File: src/rtl/inst_data_arbiter.sv
// inst_data_arbiter
// Shares one SRAM-like bus between the IF-stage fetch port and the MEM-stage
// data port. One transaction is in flight at a time; data wins ties because
// it is older in program order. A fetch that is flushed before its address
// phase is accepted is withdrawn; one flushed after acceptance completes on
// the bus, but its result is dropped.
module inst_data_arbiter (
    input  logic        clk,
    input  logic        rst,
    input  logic        inst_req,
    input  logic [31:0] inst_addr,
    output logic [31:0] inst_rdata,
    output logic        inst_ok,
    input  logic        data_req,
    input  logic [3:0]  data_wen,
    input  logic [31:0] data_addr,
    input  logic [31:0] data_wdata,
    output logic [31:0] data_rdata,
    output logic        data_ok,
    input  logic        flush,
    output logic        stall_if,
    output logic        stall_mem,
    output logic        bus_req,
    output logic        bus_wr,
    output logic [3:0]  bus_wstrb,
    output logic [31:0] bus_addr,
    output logic [31:0] bus_wdata,
    input  logic        bus_addr_ok,
    input  logic        bus_data_ok,
    input  logic [31:0] bus_rdata
);

    typedef enum logic [1:0] {
        ST_IDLE = 2'd0,
        ST_ADDR = 2'd1,
        ST_DATA = 2'd2,
        ST_DONE = 2'd3
    } state_t;

    state_t      state_r;
    state_t      state_nxt_s;

    logic        owner_r;        // 1'b0 = fetch, 1'b1 = data
    logic        discard_r;
    logic [31:0] rdata_q_r;
    logic        bus_req_r;
    logic        bus_wr_r;
    logic [3:0]  bus_wstrb_r;
    logic [31:0] bus_addr_r;
    logic [31:0] bus_wdata_r;
    logic        inst_ok_r;
    logic        data_ok_r;
    logic [31:0] inst_rdata_r;
    logic [31:0] data_rdata_r;

    logic        owner_nxt_s;
    logic        discard_nxt_s;
    logic [31:0] rdata_q_nxt_s;
    logic        bus_req_nxt_s;
    logic        bus_wr_nxt_s;
    logic [3:0]  bus_wstrb_nxt_s;
    logic [31:0] bus_addr_nxt_s;
    logic [31:0] bus_wdata_nxt_s;
    logic        inst_ok_nxt_s;
    logic        data_ok_nxt_s;
    logic [31:0] inst_rdata_nxt_s;
    logic [31:0] data_rdata_nxt_s;

    logic        grant_data_s;
    logic        grant_inst_s;
    logic        inst_flush_s;
    logic        inst_cancel_s;

    // A fetch is never granted in the same cycle that a flush kills it.
    assign grant_data_s  = data_req;
    assign grant_inst_s  = ~data_req & inst_req & ~flush;
    // Flush only ever concerns a transaction owned by the fetch port.
    assign inst_flush_s  = ~owner_r & flush;
    // Withdrawal is only safe while the slave has not taken the address.
    assign inst_cancel_s = inst_flush_s & ~bus_addr_ok;

    // State register.
    always_ff @(posedge clk) begin
        if (rst) begin
            state_r <= ST_IDLE;
        end else begin
            state_r <= state_nxt_s;
        end
    end

    // Next-state decode for the bus transaction sequence.
    always_comb begin
        state_nxt_s = state_r;
        case (state_r)
            ST_IDLE: begin
                if (grant_data_s | grant_inst_s) begin
                    state_nxt_s = ST_ADDR;
                end else begin
                    state_nxt_s = ST_IDLE;
                end
            end
            ST_ADDR: begin
                if (inst_cancel_s) begin
                    state_nxt_s = ST_IDLE;
                end else if (bus_addr_ok) begin
                    state_nxt_s = ST_DATA;
                end else begin
                    state_nxt_s = ST_ADDR;
                end
            end
            ST_DATA: begin
                if (bus_data_ok) begin
                    state_nxt_s = ST_DONE;
                end else begin
                    state_nxt_s = ST_DATA;
                end
            end
            ST_DONE: begin
                // Requesters still hold req during their ok cycle; never sample here.
                state_nxt_s = ST_IDLE;
            end
            default: begin
                state_nxt_s = ST_IDLE;
            end
        endcase
    end

    // Next values of the latched request, discard flag and registered outputs.
    always_comb begin
        owner_nxt_s      = owner_r;
        discard_nxt_s    = discard_r;
        rdata_q_nxt_s    = rdata_q_r;
        bus_wr_nxt_s     = bus_wr_r;
        bus_wstrb_nxt_s  = bus_wstrb_r;
        bus_addr_nxt_s   = bus_addr_r;
        bus_wdata_nxt_s  = bus_wdata_r;
        inst_ok_nxt_s    = 1'b0;
        data_ok_nxt_s    = 1'b0;
        inst_rdata_nxt_s = 32'h0000_0000;
        data_rdata_nxt_s = 32'h0000_0000;
        // bus_req is high exactly while the next state is the address phase.
        bus_req_nxt_s    = (state_nxt_s == ST_ADDR);
        case (state_r)
            ST_IDLE: begin
                discard_nxt_s = 1'b0;
                if (grant_data_s) begin
                    owner_nxt_s     = 1'b1;
                    bus_addr_nxt_s  = data_addr;
                    bus_wdata_nxt_s = data_wdata;
                    bus_wstrb_nxt_s = data_wen;
                    bus_wr_nxt_s    = |data_wen;
                end else if (grant_inst_s) begin
                    owner_nxt_s     = 1'b0;
                    bus_addr_nxt_s  = inst_addr;
                    bus_wdata_nxt_s = 32'h0000_0000;
                    bus_wstrb_nxt_s = 4'b0000;
                    bus_wr_nxt_s    = 1'b0;
                end else begin
                    owner_nxt_s     = owner_r;
                end
            end
            ST_ADDR: begin
                // Address already accepted: the data phase must still be drained.
                if (inst_flush_s & bus_addr_ok) begin
                    discard_nxt_s = 1'b1;
                end else begin
                    discard_nxt_s = discard_r;
                end
            end
            ST_DATA: begin
                discard_nxt_s = discard_r | inst_flush_s;
                if (bus_data_ok) begin
                    rdata_q_nxt_s = bus_rdata;
                    if (owner_r) begin
                        data_ok_nxt_s    = 1'b1;
                        data_rdata_nxt_s = bus_rdata;
                    end else if (~discard_nxt_s) begin
                        inst_ok_nxt_s    = 1'b1;
                        inst_rdata_nxt_s = bus_rdata;
                    end else begin
                        inst_ok_nxt_s    = 1'b0;
                    end
                end else begin
                    rdata_q_nxt_s = rdata_q_r;
                end
            end
            ST_DONE: begin
                discard_nxt_s = 1'b0;
            end
            default: begin
                discard_nxt_s = 1'b0;
            end
        endcase
    end

    // Datapath and output registers; reset abandons any transaction silently.
    always_ff @(posedge clk) begin
        if (rst) begin
            owner_r      <= 1'b0;
            discard_r    <= 1'b0;
            rdata_q_r    <= 32'h0000_0000;
            bus_req_r    <= 1'b0;
            bus_wr_r     <= 1'b0;
            bus_wstrb_r  <= 4'b0000;
            bus_addr_r   <= 32'h0000_0000;
            bus_wdata_r  <= 32'h0000_0000;
            inst_ok_r    <= 1'b0;
            data_ok_r    <= 1'b0;
            inst_rdata_r <= 32'h0000_0000;
            data_rdata_r <= 32'h0000_0000;
        end else begin
            owner_r      <= owner_nxt_s;
            discard_r    <= discard_nxt_s;
            rdata_q_r    <= rdata_q_nxt_s;
            bus_req_r    <= bus_req_nxt_s;
            bus_wr_r     <= bus_wr_nxt_s;
            bus_wstrb_r  <= bus_wstrb_nxt_s;
            bus_addr_r   <= bus_addr_nxt_s;
            bus_wdata_r  <= bus_wdata_nxt_s;
            inst_ok_r    <= inst_ok_nxt_s;
            data_ok_r    <= data_ok_nxt_s;
            inst_rdata_r <= inst_rdata_nxt_s;
            data_rdata_r <= data_rdata_nxt_s;
        end
    end

    assign bus_req    = bus_req_r;
    assign bus_wr     = bus_wr_r;
    assign bus_wstrb  = bus_wstrb_r;
    assign bus_addr   = bus_addr_r;
    assign bus_wdata  = bus_wdata_r;
    assign inst_ok    = inst_ok_r;
    assign data_ok    = data_ok_r;
    assign inst_rdata = inst_rdata_r;
    assign data_rdata = data_rdata_r;

    // Stalls drop in the same cycle as the matching ok pulse.
    assign stall_if   = inst_req & ~inst_ok_r;
    assign stall_mem  = data_req & ~data_ok_r;

endmodule

File: config.mk
export PLATFORM = sky130hd
export DESIGN_NAME = inst_data_arbiter
export DESIGN_NICKNAME = d
export VERILOG_FILES = /design/src/rtl/inst_data_arbiter.sv
export SDC_FILE = /design/constraint.sdc
export NUM_CORES = 1
export LEC_CHECK = 0
export CAP_MARGIN = 20
export CORE_ASPECT_RATIO = 0.8
export CORE_MARGIN = 2
export CORE_UTILIZATION = 50
export DETAILED_ROUTE_END_ITERATION = 10
export DONT_BUFFER_PORTS = 1
export SLEW_MARGIN = 20
export SYNTH_ARGS = -nofsm -noshare
export SYNTH_HDL_FRONTEND = slang
export SYNTH_SLANG_ARGS = --single-unit
File: constraint.sdc
create_clock -name clk -period 4.72 [get_ports clk]
set_input_delay 0.944 -clock clk [delete_from_list [all_inputs] [get_ports clk]]
set_output_delay 0.944 -clock clk [all_outputs]
set_load 0.005 [all_outputs]
# After elaboration in Yosys (flattened, before gate mapping)
# Cells that the tools add are included.
totals:
  reg_bits: 140
  latchBits: 0
  mem_bits_rw: 0
  mem_bits_ro: 0
  input_bits: 139
  out_inout_bits: 138
  wordCells: 61
  memories: 0
classes:
  n_addsub: 0
  n_mul: 0
  n_div: 0
  n_lt_le_gt_ge: 0
  eq_ne: 5
  n_shift: 0
  n_mux: 18
  bitwise: 17
  n_reduce_logical: 9
op_table:
  columns: ["operator", "count"]
  rows:
  - ["32-bit two-way mux", 4]
  - ["4-bit OR reduction", 3]
  - ["1-bit two-way mux", 8]
  - ["4-bit two-way mux", 2]
  - ["1-bit NOT", 8]
  - ["2-bit one-hot mux with 4 select lines", 1]
  - ["1-bit bitwise AND", 7]
  - ["5-bit OR reduction", 1]
  - ["2-bit by 1-bit equality test with 1-bit output (second input constant)", 2]
  - ["2-bit equality test (second input constant)", 2]
  - ["2-bit two-way mux", 2]
  - ["1-bit one-hot mux with 3 select lines", 1]
  - ["3-bit OR reduction", 1]
  - ["2-bit logical NOT", 1]
  - ["2-bit != test (second input constant)", 1]
  - ["1-bit OR", 2]
  - ["2-bit AND reduction", 1]
  - ["2-bit nonzero test", 1]
  - ["2-bit OR reduction", 1]

# Longest topological paths before layout
# Gate-level depths: netlist (run 1).
logic_depth:
  ltp_word: 7
  depth_mapped: 7
  depth_no_buf: 5

# Worst setup path after synthesis (run 1)
# No wires, ideal clock.
synth_path:
  path_type: "input -> output"
  from: "input data_req"
  to: "output stall_mem"
  t_arrival_ps: 1576
  required_ps: 3776
  setup_slack_ps: 2200
  path_stages: 4
  path_buffers: 3
  cell_sequence: "buf_4 > buf_4 > buf_2 > nor2b_1"
synth_between:
  elab_chain_cells: 1
synth_lines:
  columns: ["item", "line", "source"]
  rows:
  - ["start: declaration", "14", "input logic data_req,"]
  - ["1-bit bitwise AND", "239", "assign stall_mem = data_req & ~data_ok_r;"]
  - ["end: declaration", "22", "output logic stall_mem,"]
# No other way between the ends.

# Worst setup path after layout (run 1)
# Same ends and word-level chain as after synthesis.

==> flow_summary.ini, run 1 <==
[clocking]
clkSinkCount = 140
cts_hold_buffers = 0
post_cts_resized = 0
clkTransAtPathRegs_ps = 60
clock_path_buffers = 2
clockRootBuffer = clkbuf_16
cts_tree = done
clkLatencyLatePin_ps = 410
post_cts.repair.setup_buffers = 0
numCtsBuffers = 17
htree_levels = 4

[yosys]
synthFlopType = dfxtp_1
async_flop_share_pct = 0
synth_top_area_cell = dfxtp_1
yosys.area_share.simple_pct = 25.13
synthTopCellsByCount = 140 x dfxtp_1, 64 x and2_1, 38 x nand2b_1
synth_xor_xnor_area_share_pct = 0
synthTopCellsByArea = dfxtp_1 52%, and2_1 7.4%, mux2i_1 6.6%
synth-compound-area-share_pct = 4.865
syn_inst = 516
synth.most_common_cell = dfxtp_1
synth_top_family_by_area = simple AND/OR/NAND/NOR gates
seq_area_frac_synth_pct = 51.65
yosys.area_share.adder_pct = 0.9223
synth.avg_cell_area_um2 = 10.52
synth-edff-count = 0
ys_warn_count = 0
syn_area_um2 = 5426
yosysTopAreaCellShare_pct = 51.65
ys_seq_elements = 140
synthDistinctLibCells = 31
muxShareOfSynthArea_pct = 13.28
synthesis.nets = 659

[power_and_ir_drop]
combPwrFrac_pct = 6.2
swShare_pct = 22.85
clkPwrFrac_pct = 48.6
power_frac_seq_pct = 45.2
switchingPower_w = 0.0006501
peakVddDrop_v = 0.0002409
power_density_nw_per_um2 = 470.7
p_leak_nw = 2.421
intPower_w = 0.002195

[sta]
rsz0062_at_grt = false
hold_viol = 0
final.setup.tns_ps = 0
fin_crit_ps = 2123
tightest_slew_ps = 1048
slew_headroom_pct = 29.85
setup_viol = 0
post-route-period-util_pct = 44.98
fmax_ghz = 0.4710
slew_violations = 0
setup_slack_ps = 2597
fin_skew_ps = 8.592

[routing]
routed_wl_um = 11840
firstDrtPassIters = 4
ant_nets = 0
vias_per_cell = 5.296
routedWlPerCell_um = 18.15
via_count = 3453
remaining_drc_errors = 0
drt-initial-drc-count = 146

[critical_path]
slowest_stage = nor2b_1
cp.buffers_inverters = 0
cp.arrival_ps = 1180
critPathRequiredTime_ps = 3780
cp_max_fo = 71
cp_cell_sequence = nor2b_1
critPathKind = input port to output port
cp-end-kind = output port
max_stage_delay_ps = 210
cp-start-kind = input port
critPathTopFamily = simple AND/OR/NAND/NOR gates

[global_routing]
grt_max_degree = 142
antenna_found_initial = 0
grtUsageTotal_pct = 19.81
grt_pass1_vias = 3297
overflow = 0
grt_first_pass_wirelength_um = 17950

[die]
die_h_um = 97.18
ioPinCount = 277
start_util_pct = 52.15
row_count = 33
die_area_um2 = 11710
die_x_um = 120.5
coreArea_um2 = 10410

[job]
drv_cap = 0

[cells_and_area]
finalNetCount = 642
fillers = 885
multi_input_area_um2 = 2399
final-seq-area_um2 = 2803
drive_above_1_share_pct = 13.87
area_growth_pct = 11.39
final_cells = 652
n_antenna_cell = 0

[place]
io_buffers = 0
pre_cts_ws_ps = 2201
place_hpwl_um = 8014
dp_cells = 620
gp_congestion = 0.7480

[hold_path]
hold_class = register to register

[outcome]
status = finished clean
cells by family after synthesis:
family	count (synthesis)
AND/OR/NAND/NOR	215
adder cells (fa/ha/maj)	4
buffers and inverters	44
AO/OA/AOI/OAI	45
flip-flops	140
multiplexers	68
power by group through the flow:
stage	logic [W]	registers (W)	clock network, W
3_5_place_dp	0.000179	0.00131	0
2_1_floorplan	0.000186	0.00129	0
5_1_grt	0.000198	0.00129	0.00147
6_report	0.000177	0.00129	0.00138
3_3_place_gp	0.000173	0.00131	0
4_1_cts	0.000180	0.00129	0.00141
final cells by class:
class                      instances  area share (%)
inverter                           4          0.2484
clock inverter                    13           2.981
clock buffer                      19           7.328
multi-input combinational        332           39.68
sequential                       140           46.37
timing repair buffer               4          0.4968
tap                              140           2.898
metal layers:
metal  track usage, %  share of wire (%)  up-vias  wire [µm]
li1                 -                  -     1691          -
met1            22.25                 39     1585       4598
met2            31.90                 48      164       5655
met3            9.977                 12       13       1409
met4            7.961                1.5        0        172
met5                0                  0        -          0
flip-flops by register name, indices dropped and copies added (netlist names):
signal	flops
bus_addr	32
bus_req	1
bus_wdata	32
bus_wr	1
bus_wstrb	4
data_ok	1
data_rdata	32
discard_r	1
inst_ok	1
inst_rdata	32
owner_r	1
state_r	2
worst paths after layout:
kind,endpoint,slack [ps],cells past startpoint,start
setup / recovery,stall_mem,2600,1,data_req
setup reg to reg,bus_addr[12],2810,5,state_r[0]
hold reg to reg,bus_wdata[16],480,2,bus_wdata[16]
hold / removal,bus_wdata[16],480,2,bus_wdata[16]
cells in the final DEF, fill, tap and decap left out, types with 17 or more instances in the layout:
cell type / synthesis / layout
and2_1: 64 / 64
clkbuf_16: 0 / 17
dfxtp_1: 140 / 140
mux2_2: 32 / 32
mux2i_1: 36 / 36
nand2b_1: 38 / 38
nand4b_1: 33 / 33
nor2_1: 34 / 34
nor2b_1: 37 / 37
o21ai_1: 30 / 30
per-stage QoR:
stage | util, % | area [µm²] | hold slack [ps] | total power (W)
after CTS | 58.09 | 6045 | 484.4 | 0.002881
after global placement | 52.10 | 5421 | 469.2 | 0.001487
after floorplan | - | 5426 | 458.5 | 0.001480
final | 58.09 | 6045 | 482.5 | 0.002845
after global routing | 58.09 | 6045 | 498.0 | 0.002963
after detailed placement | 52.10 | 5421 | 473.3 | 0.001492
No activity file was read; power rests on OpenSTA's default activity.
==> inputs of run 2 (changes only) <==
Settings changed: PLACE_DENSITY from default to 0.68.
Clock period 4.72 ns to 1.8 ns, I/O delays scaled along.
==> flow_summary.ini, run 2 (synthesis results as in run 1) <==
[outcome]
status = finished clean

[sta]
rsz0062_at_grt = false
fin_skew_ps = 9.625
setup_viol = 0
final.setup.tns_ps = 0
fmax_ghz = 0.6126
post-route-period-util_pct = 90.68
hold_slack_ps = 69.97
slew_headroom_pct = 73.10
hold_viol = 0
tightest_slew_ps = 393.3
fin_crit_ps = 1632
slew_violations = 0

[place]
io_buffers = 0
gp_congestion = 0.7558
dpl_cell_area_um2 = 5461
place_hpwl_um = 8066

[routing]
firstDrtPassIters = 4
drt-initial-drc-count = 154
via_count = 3472
routedWlPerCell_um = 17.62
remaining_drc_errors = 0
routed_wl_um = 11520
ant_nets = 0
vias_per_cell = 5.309

[critical_path]
cp-end-kind = register
r2r_cells = 5
critPathTopFamily = flip-flops
cp_num_cells = 5
cp.arrival_ps = 1920
critPathRequiredTime_ps = 2090
cp-start-kind = register
worst_r2r_startpoint = state_r[0]
r2r_end = bus_addr[4]
max_stage_delay_ps = 390
cp_max_fo = 25
slowest_stage = dfxtp_1
cp.buffers_inverters = 2
cp_cell_sequence = inv_1 > ha_1 > o21ai_4 > buf_12 > mux2_2
r2r_setup_slack_ps = 170
critPathKind = register to register

[clocking]
post_cts_resized = 0
clkLatencyLatePin_ps = 410
clock_path_buffers = 2
clkTransAtPathRegs_ps = 60
post_cts.repair.setup_buffers = 0
clockRootBuffer = clkbuf_16
cts_hold_buffers = 0
numCtsBuffers = 17
htree_levels = 4
cts_tree = done
clkSinkCount = 140

[global_routing]
grt_pass1_vias = 3367
use_met2_pct = 32.38
overflow = 0
met1_usage_pct = 19.72
use_met3_pct = 9.214
grtUsageTotal_pct = 18.88
antenna_found_initial = 0
grt_max_degree = 142
grt_first_pass_wirelength_um = 17330
grt.busiest_layer = met2

[die]
row_count = 33
die_x_um = 120.5
ioPinCount = 277
die_area_um2 = 11710
die_h_um = 97.18
coreArea_um2 = 10410
start_util_pct = 52.15

[cells_and_area]
drive_above_1_share_pct = 14.40
final_common_cell = dfxtp_1
area_growth_pct = 11.25
multi_input_area_um2 = 2399
finalNetCount = 644
n_antenna_cell = 0
most-common-layout-cells = 140 x dfxtp_1, 64 x and2_1, 38 x nand2b_1
final-seq-area_um2 = 2803
finalInstanceArea_um2 = 6037
fillers = 874

[power_and_ir_drop]
power_density_nw_per_um2 = 1193
p_leak_nw = 2.422
peakVddDrop_v = 0.0006190

[hold_path]
min_to = data_rdata[8]
hold_depth = 1
hp-start = bus_rdata[8]
hold_class = input port to register

[job]
drv_cap = 0
[run 2: final cells by class]
type | count | share of cell area [%]
Multi-Input combinational cell | 332 | 39.73
Tap cell | 140 | 2.902
Clock buffer | 17 | 7.047
Sequential cell | 140 | 46.42
Timing Repair Buffer | 6 | 1.161
Inverter | 4 | 0.2487
Clock inverter | 15 | 2.487
[run 2: how the worst max path moves through the flow]
stage | to | startpoint
global placement | bus_addr[7] | inst_req
CTS | bus_addr[4] | state_r[0]
detailed placement | bus_addr[14] | state_r[0]
finish | bus_addr[4] | state_r[0]
global route | bus_addr[9] | state_r[0]
floorplan | bus_addr[22] | state_r[0]
[run 2: per-layer routing]
| layer | wire, µm | vias up |
|---|---|---|
| met2 | 5728 | 160 |
| met3 | 1251 | 17 |
| met1 | 4346 | 1591 |
| met4 | 197 | 0 |
| li1 | - | 1704 |
| met5 | 0 | - |
[run 2: stage by stage]
stage,cells,utilization (%),power [W],worst slack (ps)
after floorplan,516,-,0.003881,317.7
after global placement,622,52.49,0.003914,225.4
after detailed placement,622,52.49,0.003935,183.5
after CTS,654,58.02,0.007309,174.2
after global routing,654,58.02,0.007501,76.73
final,654,58.02,0.007205,167.7
[run 2: power breakdown]
| group | internal (W) | total, W | switching [W] |
|---|---|---|---|
| Sequential | 0.00325 | 0.00337 | 0.000120 |
| Clock | 0.00195 | 0.00335 | 0.00140 |
| Combinational | 0.000272 | 0.000491 | 0.000220 |
[run 2: worst register-to-register path: stages, from the launching register on]
cell and delay (ps):
dfxtp_1 390, inv_1 100, ha_1 260, o21ai_4 180, buf_12 240, mux2_2 360
==> inputs of run 3 (changes only) <==
Settings changed: CORE_MARGIN 2 to default.
==> flow_summary.ini, run 3 (synthesis results as in run 1) <==
[critical_path]
critPathRequiredTime_ps = 2090
cp-end-kind = register
r2r_cells = 5
cp_max_fo = 33
critPathKind = register to register
crit_path_start = state_r[0]
critPathCapture = bus_addr[4]
r2r_end = bus_addr[4]
worst_r2r_startpoint = state_r[0]
cp-start-kind = register
cp.arrival_ps = 1830
r2r_setup_slack_ps = 260

[global_routing]
antenna_found_initial = 0
grt_first_pass_wirelength_um = 17180
grt_max_degree = 142
grt_pass1_vias = 3366
overflow = 0
grtUsageTotal_pct = 19.43

[sta]
rsz0062_at_grt = false
final.setup.tns_ps = 0
fmax_ghz = 0.6507
slew_headroom_pct = 71.66
setup_viol = 0
tightest_slew_ps = 414.4
hold_viol = 0
fin_skew_ps = 10.43
slew_violations = 0
fin_crit_ps = 1537
post-route-period-util_pct = 85.38

[routing]
drt-initial-drc-count = 116
top_layer = met4
routedWlPerCell_um = 17.42
met1_length_um = 4359
wl_met3_um = 1156
ant_nets = 0
remaining_drc_errors = 0
routed_wl_um = 11390
via_count = 3501
dr_wl_met2_um = 5773
firstDrtPassIters = 4
vias_per_cell = 5.353

[die]
die_x_um = 118.5
coreArea_um2 = 10410
die_h_um = 95.18
die_area_um2 = 11280
row_count = 33
start_util_pct = 52.15
ioPinCount = 277

[clocking]
clkTransAtPathRegs_ps = 60
post_cts.repair.setup_buffers = 0
cts_tree = done
numCtsBuffers = 17
clkSinkCount = 140
cts_hold_buffers = 0
clock_path_buffers = 2
clkLatencyLatePin_ps = 400
htree_levels = 4
post_cts_resized = 0
clockRootBuffer = clkbuf_16

[cells_and_area]
most-common-layout-cells = 140 x dfxtp_1, 64 x and2_1, 38 x nand2b_1
finalNetCount = 644
drive_above_1_share_pct = 14.40
n_antenna_cell = 0
final_common_cell = dfxtp_1
area_growth_pct = 12.13
finalInstanceArea_um2 = 6085
final_cells = 654

[place]
io_buffers = 0
dpl_cell_area_um2 = 5461
dp_cells = 622
place_hpwl_um = 7723
gp_congestion = 0.7994

[power_and_ir_drop]
power_density_nw_per_um2 = 1231
p_leak_nw = 2.438
peakVddDrop_v = 0.0006661
finalPower_w = 0.007491

[job]
drv_cap = 0

[hold_path]
hold_depth = 1
hp-start = rst
hold_class = input port to register

[outcome]
status = finished clean
run 3: where the power goes:
| part | switching (W) | internal, W | leakage [nW] |
|---|---|---|---|
| Combinational | 0.000218 | 0.000273 | 1.00 |
| Clock | 0.00138 | 0.00225 | 0.297 |
| Sequential | 0.000118 | 0.00325 | 1.14 |
run 3: final cells by class:
| type | instances | area [µm²] |
|---|---|---|
| multi-input combinational | 332 | 2399 |
| tap | 140 | 175.2 |
| timing repair buffer | 6 | 70.07 |
| clock buffer | 18 | 439.2 |
| clock inverter | 14 | 183.9 |
| fill | 871 | 4320 |
| inverter | 4 | 15.01 |
| sequential | 140 | 2803 |
run 3: layer usage:
metal | vias to the layer above | GRT usage, %
li1 | 1692 | -
met1 | 1648 | 20.48
met2 | 153 | 34.56
met3 | 8 | 9.450
met4 | 0 | 6.118
met5 | - | 0
run 3: worst min-delay path by stage:
stage / endpoint
after floorplan: bus_wdata[0]
after global placement: owner_r
after detailed placement: state_r[1]
after CTS: owner_r
after global routing: owner_r
final: owner_r
run 3: per-stage QoR:
step	hold WS, ps	util [%]	worst slack, ps
3_3_place_gp	440.3	52.49	324.5
2_1_floorplan	458.5	-	317.7
3_5_place_dp	449.3	52.49	259.5
4_1_cts	16.58	58.48	257.8
6_report	42.42	58.48	263.1
5_1_grt	27.05	58.48	147.8
run 3: worst max-delay path, cell delays in order, from the launching register on:
cell and delay, ps:
dfxtp_1 370, inv_1 90, ha_1 270, o21ai_4 90, buf_12 220, mux2_2 360
